[config.mk]
export PLATFORM = sky130hd
export DESIGN_NAME = load_store_unit_flat
export DESIGN_NICKNAME = d
export VERILOG_FILES = /design/src/rtl/lsu_pkg.sv /design/src/rtl/load_store_unit_if.sv /design/src/rtl/lsu_align.sv /design/src/rtl/load_store_unit.sv /design/src/flat_wrapper.sv
export SDC_FILE = /design/constraint.sdc
export NUM_CORES = 1
export LEC_CHECK = 0
export BUFFER_PORTS_ARGS = -buffer_cell sky130_fd_sc_hd__buf_4
export CAP_MARGIN = 20
export CORE_UTILIZATION = 30
export CTS_BUF_LIST = sky130_fd_sc_hd__clkbuf_4 sky130_fd_sc_hd__clkbuf_8
export DETAILED_ROUTE_END_ITERATION = 16
export SLEW_MARGIN = 30
export SYNTH_ARGS = -nofsm -noshare
export SYNTH_HDL_FRONTEND = slang
export SYNTH_SLANG_ARGS = --single-unit
[constraint.sdc]
create_clock -name clk -period 2.8 [get_ports clk]
set_input_delay 0.28 -clock clk [delete_from_list [all_inputs] [get_ports clk]]
set_output_delay 0.28 -clock clk [all_outputs]
set_load 0.005 [all_outputs]
[src/rtl/lsu_pkg.sv]
// Shared types and constants for the load/store unit.
package lsu_pkg;

  localparam int ADDR_W_DEF  = 12;
  localparam int TIMEOUT_DEF = 16;

  localparam logic [2:0] F3_B  = 3'd0;
  localparam logic [2:0] F3_H  = 3'd1;
  localparam logic [2:0] F3_W  = 3'd2;
  localparam logic [2:0] F3_BU = 3'd4;
  localparam logic [2:0] F3_HU = 3'd5;

  typedef enum logic [1:0] {
    S_IDLE = 2'd0,
    S_REQ  = 2'd1,
    S_WAIT = 2'd2,
    S_DONE = 2'd3
  } lsu_state_t;

  function automatic logic f3_legal(input logic is_load, input logic [2:0] f3);
    if (is_load) return f3 inside {F3_B, F3_H, F3_W, F3_BU, F3_HU};
    return f3 inside {F3_B, F3_H, F3_W};
  endfunction

endpackage

[src/rtl/load_store_unit_if.sv]
// Data-memory req/gnt/rvalid bus between the LSU (master) and memory (slave).
interface lsu_bus_if #(
  parameter int ADDR_W = 12
);
  logic              req;
  logic              we;
  logic [ADDR_W-3:0] addr;
  logic [3:0]        wstrb;
  logic [31:0]       wdata;
  logic              gnt;
  logic              rvalid;
  logic [31:0]       rdata;

  modport master (
    output req, we, addr, wstrb, wdata,
    input  gnt, rvalid, rdata
  );

  modport slave (
    input  req, we, addr, wstrb, wdata,
    output gnt, rvalid, rdata
  );
endinterface

[src/rtl/lsu_align.sv]
// Byte-lane steering: store strobes/replicated data and load extraction/extension.
module lsu_align
  import lsu_pkg::*;
(
  input  logic [2:0]  funct3_i,
  input  logic [1:0]  addr_lo_i,
  input  logic [31:0] wdata_i,
  input  logic [31:0] rdata_i,
  output logic [3:0]  wstrb_o,
  output logic [31:0] wdata_o,
  output logic [31:0] load_data_o
);

  logic [7:0]  byte_sel;
  logic [15:0] half_sel;

  always_comb begin
    wstrb_o = 4'b1111;
    wdata_o = wdata_i;
    case (funct3_i[1:0])
      2'b00: begin
        wstrb_o = 4'b0001 << addr_lo_i;
        wdata_o = {4{wdata_i[7:0]}};
      end
      2'b01: begin
        wstrb_o = addr_lo_i[1] ? 4'b1100 : 4'b0011;
        wdata_o = {2{wdata_i[15:0]}};
      end
      default: ;
    endcase
  end

  always_comb begin
    case (addr_lo_i)
      2'd0:    byte_sel = rdata_i[7:0];
      2'd1:    byte_sel = rdata_i[15:8];
      2'd2:    byte_sel = rdata_i[23:16];
      default: byte_sel = rdata_i[31:24];
    endcase
    half_sel = addr_lo_i[1] ? rdata_i[31:16] : rdata_i[15:0];

    case (funct3_i)
      F3_B:    load_data_o = {{24{byte_sel[7]}}, byte_sel};
      F3_BU:   load_data_o = {24'd0, byte_sel};
      F3_H:    load_data_o = {{16{half_sel[15]}}, half_sel};
      F3_HU:   load_data_o = {16'd0, half_sel};
      default: load_data_o = rdata_i;
    endcase
  end

endmodule

[src/rtl/load_store_unit.sv]
// MEM-stage load/store initiator: req/gnt/rvalid handshake, pipeline stall,
// misaligned/illegal/timeout reporting.
//
// state  | meaning
// IDLE   | waiting for an access; accepts and stalls in the same cycle
// REQ    | bus_req high, request fields held until gnt
// WAIT   | load granted, waiting for rvalid
// DONE   | one-cycle retire pulse with result and flags
module load_store_unit
  import lsu_pkg::*;
#(
  parameter int ADDR_W  = ADDR_W_DEF,
  parameter int TIMEOUT = TIMEOUT_DEF
) (
  input  logic              clk,
  input  logic              rst,
  input  logic              mem_valid_i,
  input  logic              mem_read_i,
  input  logic              mem_wr_i,
  input  logic [2:0]        funct3_i,
  input  logic [ADDR_W-1:0] addr_i,
  input  logic [31:0]       write_data_i,
  output logic              stall_o,
  output logic              done_o,
  output logic [31:0]       load_data_o,
  output logic              misaligned_o,
  output logic              illegal_o,
  output logic              bus_err_o,
  lsu_bus_if.master         bus
);

  localparam int CNT_W = $clog2(TIMEOUT);
  localparam logic [CNT_W-1:0] CNT_LAST = CNT_W'(TIMEOUT - 1);

  lsu_state_t        state_q, state_d;
  logic [ADDR_W-1:0] addr_q, addr_d;
  logic [2:0]        funct3_q, funct3_d;
  logic [31:0]       wdata_q, wdata_d;
  logic              is_load_q, is_load_d;
  logic              mis_q, mis_d;
  logic              ill_q, ill_d;
  logic              err_q, err_d;
  logic [31:0]       ldata_q, ldata_d;
  logic [CNT_W-1:0]  cnt_q, cnt_d;

  logic        accept;
  logic        in_ill;
  logic        in_mis;
  logic        timeout_hit;
  logic [3:0]  strb_al;
  logic [31:0] wdata_al;
  logic [31:0] ld_ext;

  lsu_align u_align (
    .funct3_i    (funct3_q),
    .addr_lo_i   (addr_q[1:0]),
    .wdata_i     (wdata_q),
    .rdata_i     (bus.rdata),
    .wstrb_o     (strb_al),
    .wdata_o     (wdata_al),
    .load_data_o (ld_ext)
  );

  assign accept      = mem_valid_i & (mem_read_i | mem_wr_i);
  assign in_ill      = (mem_read_i & mem_wr_i) | ~f3_legal(mem_read_i, funct3_i);
  assign in_mis      = ((funct3_i[1:0] == 2'b01) & addr_i[0]) |
                       ((funct3_i[1:0] == 2'b10) & (addr_i[1:0] != 2'b00));
  assign timeout_hit = (cnt_q == CNT_LAST);

  always_ff @(posedge clk) begin
    if (rst) begin
      state_q   <= S_IDLE;
      addr_q    <= '0;
      funct3_q  <= '0;
      wdata_q   <= '0;
      is_load_q <= 1'b0;
      mis_q     <= 1'b0;
      ill_q     <= 1'b0;
      err_q     <= 1'b0;
      ldata_q   <= '0;
      cnt_q     <= '0;
    end else begin
      state_q   <= state_d;
      addr_q    <= addr_d;
      funct3_q  <= funct3_d;
      wdata_q   <= wdata_d;
      is_load_q <= is_load_d;
      mis_q     <= mis_d;
      ill_q     <= ill_d;
      err_q     <= err_d;
      ldata_q   <= ldata_d;
      cnt_q     <= cnt_d;
    end
  end

  always_comb begin
    state_d   = state_q;
    addr_d    = addr_q;
    funct3_d  = funct3_q;
    wdata_d   = wdata_q;
    is_load_d = is_load_q;
    mis_d     = mis_q;
    ill_d     = ill_q;
    err_d     = err_q;
    ldata_d   = ldata_q;
    cnt_d     = cnt_q;
    stall_o   = 1'b0;
    done_o    = 1'b0;

    case (state_q)
      S_IDLE: begin
        if (accept) begin
          stall_o   = 1'b1;
          addr_d    = addr_i;
          funct3_d  = funct3_i;
          wdata_d   = write_data_i;
          is_load_d = mem_read_i;
          ill_d     = in_ill;
          mis_d     = ~in_ill & in_mis;
          err_d     = 1'b0;
          ldata_d   = '0;
          cnt_d     = '0;
          state_d   = (in_ill | in_mis) ? S_DONE : S_REQ;
        end
      end
      S_REQ: begin
        stall_o = 1'b1;
        cnt_d   = cnt_q + 1'b1;
        if (bus.gnt) state_d = is_load_q ? S_WAIT : S_DONE;
        // A load granted on the last allowed cycle still cannot complete in time.
        if (timeout_hit && !(bus.gnt && !is_load_q)) begin
          state_d = S_DONE;
          err_d   = 1'b1;
          ldata_d = '0;
        end
      end
      S_WAIT: begin
        stall_o = 1'b1;
        cnt_d   = cnt_q + 1'b1;
        if (bus.rvalid) begin
          ldata_d = ld_ext;
          state_d = S_DONE;
        end else if (timeout_hit) begin
          state_d = S_DONE;
          err_d   = 1'b1;
          ldata_d = '0;
        end
      end
      S_DONE: begin
        done_o  = 1'b1;
        state_d = S_IDLE;
      end
      default: state_d = S_IDLE;
    endcase
  end

  assign bus.req      = (state_q == S_REQ);
  assign bus.we       = (state_q == S_REQ) & ~is_load_q;
  assign bus.addr     = addr_q[ADDR_W-1:2];
  assign bus.wstrb    = bus.we ? strb_al : 4'b0000;
  assign bus.wdata    = wdata_al;

  assign load_data_o  = ldata_q;
  assign misaligned_o = done_o & mis_q;
  assign illegal_o    = done_o & ill_q;
  assign bus_err_o    = done_o & err_q;

endmodule

[src/flat_wrapper.sv]
// flat-port wrapper written by rule: the top's interface ports become plain ports
module load_store_unit_flat import lsu_pkg::*;
#(
  parameter int ADDR_W  = ADDR_W_DEF,
  parameter int TIMEOUT = TIMEOUT_DEF
)
  (clk, rst, mem_valid_i, mem_read_i, mem_wr_i, funct3_i, addr_i, write_data_i, stall_o, done_o, load_data_o, misaligned_o, illegal_o, bus_err_o, bus_req, bus_we, bus_addr, bus_wstrb, bus_wdata, bus_gnt, bus_rvalid, bus_rdata);
  lsu_bus_if #(.ADDR_W(ADDR_W)) bus_i ();
  input  logic clk;
  input  logic rst;
  input  logic mem_valid_i;
  input  logic mem_read_i;
  input  logic mem_wr_i;
  input  logic [2:0] funct3_i;
  input  logic [ADDR_W-1:0] addr_i;
  input  logic [31:0] write_data_i;
  output logic stall_o;
  output logic done_o;
  output logic [31:0] load_data_o;
  output logic misaligned_o;
  output logic illegal_o;
  output logic bus_err_o;
  output wire logic [$bits(bus_i.req)-1:0] bus_req;
  output wire logic [$bits(bus_i.we)-1:0] bus_we;
  output wire logic [$bits(bus_i.addr)-1:0] bus_addr;
  output wire logic [$bits(bus_i.wstrb)-1:0] bus_wstrb;
  output wire logic [$bits(bus_i.wdata)-1:0] bus_wdata;
  input wire logic [$bits(bus_i.gnt)-1:0] bus_gnt;
  input wire logic [$bits(bus_i.rvalid)-1:0] bus_rvalid;
  input wire logic [$bits(bus_i.rdata)-1:0] bus_rdata;
  assign bus_req = bus_i.req;
  assign bus_we = bus_i.we;
  assign bus_addr = bus_i.addr;
  assign bus_wstrb = bus_i.wstrb;
  assign bus_wdata = bus_i.wdata;
  assign bus_i.gnt = bus_gnt;
  assign bus_i.rvalid = bus_rvalid;
  assign bus_i.rdata = bus_rdata;
  load_store_unit #(.ADDR_W(ADDR_W), .TIMEOUT(TIMEOUT)) u_core (.clk(clk), .rst(rst), .mem_valid_i(mem_valid_i), .mem_read_i(mem_read_i), .mem_wr_i(mem_wr_i), .funct3_i(funct3_i), .addr_i(addr_i), .write_data_i(write_data_i), .stall_o(stall_o), .done_o(done_o), .load_data_o(load_data_o), .misaligned_o(misaligned_o), .illegal_o(illegal_o), .bus_err_o(bus_err_o), .bus(bus_i));
endmodule
* Word level (Yosys, flattened, before mapping) *
Index checks and enable logic that the tools add are counted.

word-level totals
  logic and storage cells = 103
  memories kept = 0
  register bits after elaboration = 89
  bits of input ports = 86
  output and inout port bits = 85
  bits in latches = 0
  ROM bits = 0
  memory bits (writable) = 0

operators by class
  equal/unequal tests = 22
  bitwise gates (word level) = 16
  multipliers = 0
  div/mod/pow operators = 0
  add/sub/neg operators = 1
  multiplexer cells = 33
  reduce and logical (&&, ||, !) cells = 20
  shift-type cells = 1
  $lt $le $gt $ge = 0

operator list
  cell                   count
  $mux W32               4
  $pmux W32 S4           1
  $pmux W32 S3           1
  $pmux W32 S2           1
  $pmux W8 S3            1
  $mux W16               1
  $pmux W4 S2            2
  $eq A3 B3 Y1 const B   4
  $mux W2                6
  $mux W4                3
  $mux W1                10
  $and A1 B1 Y1          9
  $eq A2 B1 Y1 const B   4
  $eq A2 B2 Y1 const B   4
  $pmux W2 S4            1
  $eq A3 B1 Y1 const B   2
  $logic_not A2 Y1       3
  $logic_not A3 Y1       2
  $ne A2 B1 Y1 const B   3
  $reduce_bool A3 Y1     2
  $reduce_and A5 Y1      1
  $reduce_bool A5 Y1     1
  $add A4 B1 Y4 const B  1
  $eq A4 B4 Y1 const B   1
  16 further kinds       25

* Longest topological paths before layout *
Gate-level depths: netlist of run 1.

  depth after elaboration = 10
  gate-level depth with buffers = 9

* By module *
A second synthesis of run 1 with hierarchy kept.

second synthesis, totals
  cell total of the unflattened synthesis = 643
  area, all modules = 5073.6 um^2

modules (own cells, without submodules)
  module           sequential area each (um^2)  cells an instance  instances  area an instance (um^2)
  load_store_unit  1781.7                       444                1          3728.6
  lsu_align        0.0                          199                1          1345.0

* Least setup slack after synthesis of run 1 *
No wires, ideal clock.

  path kind = reg2reg
  from = register u_core.state_q[0]
  to = register u_core.ldata_q[18], in the netlist u_core.load_data_o[18]
  arrival = 1888 ps
  required time = 2730 ps
  period minus slack after synthesis = 1959 ps
  slack = 841 ps
  cell stages (with the launch flop) = 10
  path buffers = 2
  library setup time = 70 ps
  path through = dfxtp_1 inv_1 ha_1 clkbuf_1 o21bai_1 o31a_1 nor3_1 nor2_1 buf_1 o2bb2ai_1

between the ends
  longest elaborated chain between the ends = 3
  elaborated cells on any way between the ends = 9
  classes of those cells = 5 x eq/ne; 1 x mux; 3 x reduce/logical

RTL lines
  element                                         line                    source
  from (decl)                                     load_store_unit.sv:35   lsu_state_t state_q, state_d;
  from (signal assigned)                          load_store_unit.sv:83   state_q <= state_d;
  $eq A2 B2 Y1 (tied with other cells)            load_store_unit.sv:110  case (state_q)
  $ne A3 B2 Y1 (no line) (tied with other cells)  --
  $reduce_and A4 Y1 (no line)                     --
  to (signal assigned)                            load_store_unit.sv:91   ldata_q <= ldata_d;
  to (decl)                                       load_store_unit.sv:43   logic [31:0] ldata_q, ldata_d;

Several ways; a longest one is shown, not always the timed one.
A chain may end at the register's enable or synchronous reset.

* Final worst setup path of run 1 *
  from = register u_core.funct3_q[0]
  to = output port bus_wstrb[0]

between the ends
  longest elaborated chain between the ends = 3
  elaborated cells on any way between the ends = 4
  classes of those cells = 1 x eq/ne; 2 x mux; 1 x reduce/logical

RTL lines
  element                                                  line                    source
  from (decl)                                              load_store_unit.sv:37   logic [2:0] funct3_q, funct3_d;
  from (signal assigned)                                   load_store_unit.sv:85   funct3_q <= funct3_d;
  $eq A2 B1 Y1 / $logic_not A2 Y1 (equally long branches)  lsu_align.sv:20         case (funct3_i[1:0])
  $pmux W4 S2 (*)                                          lsu_align.sv:20
  $mux W4 (*)                                              load_store_unit.sv:160  assign bus.wstrb = bus.we ? strb_al : 4'b0000;
  to (decl)                                                flat_wrapper.sv:26      output wire logic [$bits(bus_i.wstrb)-1:0] bus_wstrb;

Every way passes the cells marked *; elsewhere a longest branch is shown, timed or not.

==> results, run 1 <==
- The share of synthesized area in the top cell type comes to 0.406.
- The total area inside the core boundary comes to 0.0141 mm2.
- Yosys printed 0 warnings.
- The count of maximum capacitance violations is 0.
- The count of nets left with antenna violations once routing finished came out at 0.
- STA classifies the critical path startpoint as a flop.
- Derived from the worst setup path, the maximum achievable clock frequency is 390 MHz.
- The library cell appearing most often on the critical path is nor2_1.
- The number of hold violations in the final report is 0.
- The detailed-route wire length per cell is 15.6 um.
- Of the total synthesized cell area, the portion taken by AND, OR, NAND and NOR gates is 0.207.
- The total overflow left after global routing is 0.
- The largest stage delay on the critical path is 0.59 ns.
- The longest clock path from root to sink contains 2 buffers.
- The analysis attributes to cell leakage a power of 2.47 nW.
- The number of vias in the routed layout is 4,382.
- The worst flop-to-flop path startpoint is u_core.state_q[1]$_SDFFE_PP0P_.
- The first-pass detailed-route iteration total is 5.
- In this run the count of I/O pins placed on the die edge is 171.
- For this run, the post-layout net count is 775.
- The register bit count reported by yosys is 89.
- The number of pins with negative max-slew slack in the final report came to 0.
- At the pin with the least slew margin, the transition time is 0.802 ns.
- Setup violations remaining at the end of the flow were counted as 0.
- Of the cells placed in the final design, the portion with a size suffix greater than 1 is 0.332.
- The remaining design rule violation count is 0.
- Headroom to the max-slew limit came out at 0.465.
- The pin count of the biggest net entering global routing is 62.
- The clock-pin transition on the worst setup and hold timing paths is 0.09 ns.
- The number of DRC violations after detailed-routing iteration 0 is 255.
- The buffer count from post-CTS setup fixing is 0.
- The source of the critical timing path is u_core.funct3_q[0]$_SDFFE_PP0P_.
- Synthesis instantiated 44 different standard cells from the library.
- The post-cts hold buffer count is 0.
- The final critical-path required period is 2.56 ns.
- The share of the Yosys chip area taken by registers is 0.406.
- Leaving out fill and tap cells, the most frequent cell in the layout is buf_4.
- At the end of the flow the core is filled with cells to 0.418.
- The die is 123 um wide.
- Across the routed clock network, the largest skew measured is 0.00684 ns.
- The first global-routing pass estimated 21,000 um of wire.
- The clock tree from TritonCTS is yes.
- The via count of the first global-routing pass was 4,185.
- Traced cell by cell, the critical path runs through nor2b_1, nor2_1, nor2_1, nor2_1, buf_4.
- Setup repair after global routing left no endpoint under its margin.
- By area, the combinational part of the netlist is dominated by compound AO/OA/AOI/OAI gates.
- The via-per-instance ratio is 5.04.
- Of the total synthesized cell area, the portion taken by XOR and XNOR cells is 0.00199.
- The type of the most critical hold path is input pin to flop.
- The peak supply drop is 0.000439 V.
- Of the available clock period, the critical path in the final layout requires 0.916.
- Data on the critical path arrives at its endpoint at 2.28 ns.
- The clock drives 89 sinks.
- The floorplan step defined a die boundary enclosing 0.0151 mm2.
- The total clock buffers created by CTS is 9.
- STA puts the critical path data required time at 2.52 ns.
- For this configuration, the core starts out at a cell density of 0.312.
- The number of gates resized after CTS was 0.
- The slowest stage of the critical path is the nor2b_1 cell.
- The cell at the root of the clock tree is clkbuf_8.
- Along the worst path, the maximum fanout reaches 19.
- The clock tree synthesis step divided the H-tree into 3 levels.
- After synthesis, the cell types taking the most area are dfxtp_1 41%, nand2_1 11%, a21oi_1 6.8%, mux2_2 4.1%, nor2_1 4.0%.
- The kind of critical path is flop to output port.
- The port buffer count is 170.
- The number of antenna diodes is 0.
- The cell accounting for the most synthesized area is dfxtp_1.
- The final weighted congestion in routability-driven placement is 0.794.
- Of the total synthesized cell area, the portion taken by full adders, half adders and majority gates is 0.0142.
- The synthesized instance count is 550.
- The mapped netlist covers 0.00439 mm2.
- The clock latency on the worst-skew pair is 0.37 ns.
- The height of the chip is 123 um.
- Of the post-synthesis cell area, the part taken by muxes is 0.0706.
- The fraction of the mapped netlist area in compound gates is 0.229.
- The overall global routing resource usage is 0.181.
- For this design the ratio of total power to cell area is 681 mW/mm2.
- The area growth from synthesis to layout is 34.2%.
- The number of antenna violations at the first check in global routing is 0.
- The type of element capturing the critical path is an output port.
- The worst path buffer plus inverter count is 1.
- The family with the most delay on the worst path is simple AND/OR/NAND/NOR gates.
- The flow ran to the end, and the final reports show no timing, DRC or antenna violations.
- After legalization and detailed placement, the total HPWL measured 10,000 um.
- The final-layout setup total negative slack is 0 ns.
- The startpoint identified for the worst hold timing path is addr_i[10].
- The library cells used most frequently in the layout, excluding fill and tap cells, are 177 x buf_4, 127 x nand2_1, 89 x dfxtp_1.
- The floorplan has 43 rows.
- The final layout contains routed wiring with a total length of 13,500 um.
- The number of nets handed over by synthesis was 641.
- The average cell area after synthesis is 7.99 um2.
stage by stage:
| step | cell area, um2 | std cells | setup slack [ns] | total power [mW] | hold slack, ns |
|---|---|---|---|---|---|
| global placement | 5710 | 853 | 0.631 | 3.17 | 0.440 |
| finish | 5890 | 869 | 0.236 | 4.02 | 0.142 |
| detailed placement | 5710 | 853 | 0.494 | 3.22 | 0.447 |
| CTS | 5890 | 869 | 0.222 | 4.07 | 0.112 |
| floorplan | 4390 | 550 | 0.841 | 2.57 | 0.416 |
| global route | 5890 | 869 | 0.0355 | 4.30 | 0.115 |
worst min-delay path, delay by kind of cell:
kind	cells	cell delay (ns)
AND/OR/NAND/NOR	1	0.04
AO/OA/AOI/OAI	1	0.05
buffers and inverters	1	0.11
report_power, final:
| group | internal (mW) | leakage (nW) | switching (mW) |
|---|---|---|---|
| Sequential | 1.44 | 0.724 | 0.144 |
| Clock | 0.330 | 0.0904 | 0.500 |
| Combinational | 0.703 | 1.66 | 0.904 |
final timing paths:
kind	to	slack (ns)	cells past startpoint
setup / recovery	bus_wstrb[0]	0.24	5
hold / removal	u_core.addr_q[10]$_SDFFE_PP0P_	0.14	3
setup reg to reg	u_core.load_data_o[31]$_SDFFE_PP0P_	0.58	7
hold reg to reg	u_core.addr_q[2]$_SDFFE_PP0P_	0.46	2
metal layers:
metal / vias up / global-route usage / routed length, um
met3: 19 / 0.0673 / 1060
met1: 2066 / 0.204 / 5550
met2: 146 / 0.315 / 6700
met5: - / 0 / 0
li1: 2151 / - / -
met4: 0 / 0.0550 / 227
cells in the mapped netlist, drive strengths merged:
master and count:
a21boi 1, a21oi 60, a221oi 1, a22o 7, a2bb2oi 7, a31oi 7, a32oi 1, a41oi 1
and2 5, and3b 1, buf 25, clkbuf 31, dfxtp 89, ha 5, inv 7, mux2 16
mux2i 13, nand2 127, nand2b 4, nand3 4, nand3b 2, nor2 47, nor2b 4, nor3 13
nor3b 1, nor4 3, o21ai 29, o21bai 1, o22ai 8, o2bb2ai 23, o31a 1, o31ai 2
or2 1, or4 2, xor2 1
layout make-up:
class	instances	area, um2
fill	1447	8200
multi-input combinational	398	2320
sequential	89	1780
timing repair buffer	179	1370
tap	180	225
clock buffer	9	124
clock inverter	7	52.6
inverter	7	26.3
state kept, by name, summed over array words and instances (netlist names):
register,cells
u_core.addr_q,12
u_core.mis_q,1
u_core.funct3_q,3
u_core.load_data_o,32
u_core.is_load_q,1
u_core.err_q,1
u_core.ill_q,1
u_core.cnt_q,4
u_core.wdata_q,32
u_core.state_q,2
kinds of logic (layout without fill, tap and decap cells):
family          count (synthesis)  after routing
xor+xnor                        1              1
flops                          89             89
fa+ha+maj                       5              5
simple gates                  214            214
mux                            29             29
compound gates                149            149
buf+inv                        63            202
Note: power is estimated with default switching activity, not from simulation.
==> run 2, diff against run 1 <==
--- a/config.mk
+++ b/config.mk
@@ -12,3 +12,2 @@
 export DETAILED_ROUTE_END_ITERATION = 16
-export SLEW_MARGIN = 30
 export SYNTH_ARGS = -nofsm -noshare
==> constraint.sdc (replaced) <==
create_clock -name clk -period 2.3 [get_ports clk]
set_input_delay 0.23 -clock clk [delete_from_list [all_inputs] [get_ports clk]]
set_output_delay 0.23 -clock clk [all_outputs]
set_load 0.01 [all_outputs]
==> run 2 against run 1 <==
Effect of this change:
- sequential share of layout area decreased by 0.55 points
- count of clock-buffer cells in the layout did not move
- first-iteration DRC count decreased by 7.5%
- clock power grew 35%
- utilization up 0.77 points
- die area unchanged
- cell area is 1.8% higher
- worst setup slack got worse by 0.047 ns
- hold slack got worse by 0.046 ns
- critical path depth grew 2
- critical endpoint is now u_core.load_data_o[19]$_SDFFE_PP0P_
- largest cell class unchanged
==> results, run 2 (same netlist as run 1, synthesis figures left out) <==
- The depth of the most critical reg-to-reg path is 7 (unchanged).
- The clock-pin transition on the worst setup and hold timing paths is 0.10 ns (about the same).
- The number of inserted filler cells in the final layout is 1,424 (-1.6%).
- The type of element capturing the critical path is a flop.
- The slew at the pin closest to its max-slew limit was 1.02 ns (+0.216 ns).
- The register-to-register path setup slack is 0.19 ns (-0.39 ns).
- The final global-route overflow total is 0 (unchanged).
- The finished layout cell area is 0.00600 mm2 (+1.8%).
- The number of antenna violations at the first check in global routing is 0 (unchanged).
- The number of H-tree levels is 3 (unchanged).
- The clock tree from TritonCTS is yes.
- The worst-path maximum fanout is 16 (-3).
- The HPWL after detailed placement is 10,100 um (+0.62%).
- For this design, the slowest cell found on the critical path is dfxtp_1.
- The cell area reported after detailed placement is 0.00578 mm2 (+1.3%).
- The number of antenna diodes is 0 (unchanged).
- The required time of the critical path was 2.61 ns (+0.09 ns).
- The run finished with clean final reports.
- The area of the placeable core is 0.0141 mm2 (unchanged).
- The via-per-instance ratio is 4.95 (-1.9%).
- The remaining design rule violation count is 0 (unchanged).
- The net switching fraction of the power is 0.385 (-0.000856).
- The worst register-to-register path ends at u_core.load_data_o[19]$_SDFFE_PP0P_.
- In the layout the commonest cells are 186 x buf_4, 127 x nand2_1, 89 x dfxtp_1.
- The register area came to 0.00178 mm2 (unchanged).
- The cell at the root of the clock tree is clkbuf_8.
- The worst setup path is launched from a flop.
- The number of buffers on the longest clock path is 2 (unchanged).
- The overall global routing resource usage is 0.183 (+0.00211).
- The height of the chip is 123 um (unchanged).
- The total length of routed wires is 13,700 um (+0.98%).
- The residual antenna-violating net count after detailed routing is 0 (unchanged).
- The initial core utilization is 0.312 (unchanged).
- The count of standard-cell rows is 43 (unchanged).
- The worst clock skew is 0.0104 ns (+0.00359 ns).
- The critical path depth came to 7 (+2).
- The endpoint of the worst setup timing path is u_core.load_data_o[19]$_SDFFE_PP0P_.
- The final weighted congestion in routability-driven placement is 0.806 (+1.4%).
- The die area is 0.0151 mm2 (unchanged).
- The peak supply drop is 0.000417 V (-5.1%).
- The share of total power in the clock network came to 0.217 (+0.010).
- The final-layout setup total negative slack is 0 ns (unchanged).
- The total clock buffers created by CTS is 9 (unchanged).
- Static timing analysis puts the maximum clock frequency at 474 MHz.
- The first-pass GRT wire length came to 21,200 um (+0.89%).
- The final critical-path required period is 2.11 ns.
- The port buffer count is 170 (unchanged).
- The kind of critical path is flop to flop.
- The number of hold violations in the final report is 0 (unchanged).
- The worst-case headroom to the max-slew limit is 0.322 (-0.143).
- The leakage component of the power is 2.53 nW (+2.3%).
- The library cell appearing most often on the critical path is inv_1.
- The clock latency on the worst-skew pair is 0.38 ns (about the same).
- The via count of the first global-routing pass came to 4,256 (+1.7%).
- The area growth from synthesis to layout is 36.7%.
- The source of the critical timing path is u_core.state_q[1]$_SDFFE_PP0P_.
- The worst path buffer plus inverter count is 2 (+1).
- The count of maximum capacitance violations came to 0 (unchanged).
- The number of vias in the routed layout was 4,350 (-0.73%).
- The type of the most critical hold path is input pin to flop.
- The number of DRC violations after detailed-routing iteration 0 is 236 (-7.5%).
- The commonest non-fill, non-tap cell in the layout is buf_4.
- The area of the multi-input gates is 0.00231 mm2 (-0.22%).
- Broken down by cell family, the worst path's largest delay share belongs to compound AO/OA/AOI/OAI gates.
- The top-level I/O count came to 171 (unchanged).
- Setup repair after global routing left no endpoint under its margin.
- The number of setup violations in the final report is 0 (unchanged).
- The internal power summed over all cells is 3.18 mW (+29%).
- The proportion of layout cells with a drive suffix above 1 is 0.343 (+0.0110).
- The width of the chip came to 123 um (unchanged).
- The first-pass detailed-route iteration total is 4 (-1).
- The critical path arrival is 2.42 ns (+0.14 ns).
- The count of nets after finishing is 785 (+1.3%).
- The power density relative to cell area is 860 mW/mm2 (+26%).
- The count of clock tree sinks is 89 (unchanged).
- The logic gate share of total power is 0.412 (+0.012).
- The critical path goes through inv_1, ha_1, inv_1, o31a_1, nor4_4, o21ai_2, o2bb2ai_1.
- The number of pins with negative max-slew slack in the final report is 0 (unchanged).
- The switching power of the nets is 1.99 mW (+28%).
- The pin count of the biggest net entering global routing is 47 (-24%).
- The share of total power in sequential cells was 0.370 (-0.023).
- Dividing the final minimum period by the clock period gives 0.918.
- The startpoint identified for the worst register-to-register timing path is u_core.state_q[1]$_SDFFE_PP0P_.
- The worst hold slack was 0.0953 ns (-0.0463 ns).
- The largest stage delay on the critical path came to 0.36 ns (-0.23 ns).
- The detailed-route wire length per cell came to 15.6 um (-0.17%).
[run 2: cell type report]
class,instances,area share
clock buffers,9,0.0206
clock inverters,7,0.0131
inverters,7,0.00438
multi-input cells,398,0.385
flip-flops and latches,89,0.297
well taps,180,0.0375
repair buffers,189,0.243
[run 2: routing by layer]
metal / up-vias / share of wire / track usage
li1: 2165 / - / -
met1: 2014 / 0.42 / 0.209
met2: 150 / 0.48 / 0.316
met3: 21 / 0.080 / 0.0664
met4: 0 / 0.019 / 0.0557
met5: - / 0 / 0
[run 2: repair_timing]
action                     CTS  global route
gates resized for setup      0             1
setup endpoints to repair    0             2
setup buffers                0             2
hold buffers                 0             0
[run 2: through the flow]
stage | utilization | total power, mW | std cells | setup slack (ns)
after floorplan | - | 3.22 | 550 | 0.324
after global placement | 0.410 | 4.01 | 861 | 0.316
after detailed placement | 0.410 | 4.06 | 861 | 0.183
after CTS | 0.425 | 5.21 | 877 | 0.111
after global routing | 0.426 | 5.51 | 879 | 0.0177
final | 0.426 | 5.16 | 879 | 0.188
[run 2: worst min path at each step]
stage	end	slack [ns]	startpoint	cells past startpoint
after global placement	u_core.wdata_q[18]$_SDFFE_PP0P_	0.44	u_core.wdata_q[18]$_SDFFE_PP0P_	2
after detailed placement	u_core.wdata_q[26]$_SDFFE_PP0P_	0.45	u_core.wdata_q[26]$_SDFFE_PP0P_	2
after CTS	u_core.wdata_q[10]$_SDFFE_PP0P_	0.07	write_data_i[10]	3
after floorplan	u_core.wdata_q[16]$_SDFFE_PP0P_	0.37	write_data_i[16]	2
after global routing	u_core.load_data_o[22]$_SDFFE_PP0P_	0.07	bus_rdata[22]	3
final	u_core.wdata_q[10]$_SDFFE_PP0P_	0.1	write_data_i[10]	3
[run 2: power groups by stage]
stage | clock (mW) | combinational [mW] | sequential [mW]
2_1_floorplan | 0 | 1.31 | 1.91
3_3_place_gp | 0 | 2.07 | 1.94
3_5_place_dp | 0 | 2.11 | 1.95
4_1_cts | 1.17 | 2.12 | 1.91
5_1_grt | 1.24 | 2.33 | 1.94
6_report | 1.12 | 2.13 | 1.91
[run 2: worst min-delay path: stages]
cell and delay, ns:
buf_4 0.11, nand2_1 0.04, a21oi_1 0.05
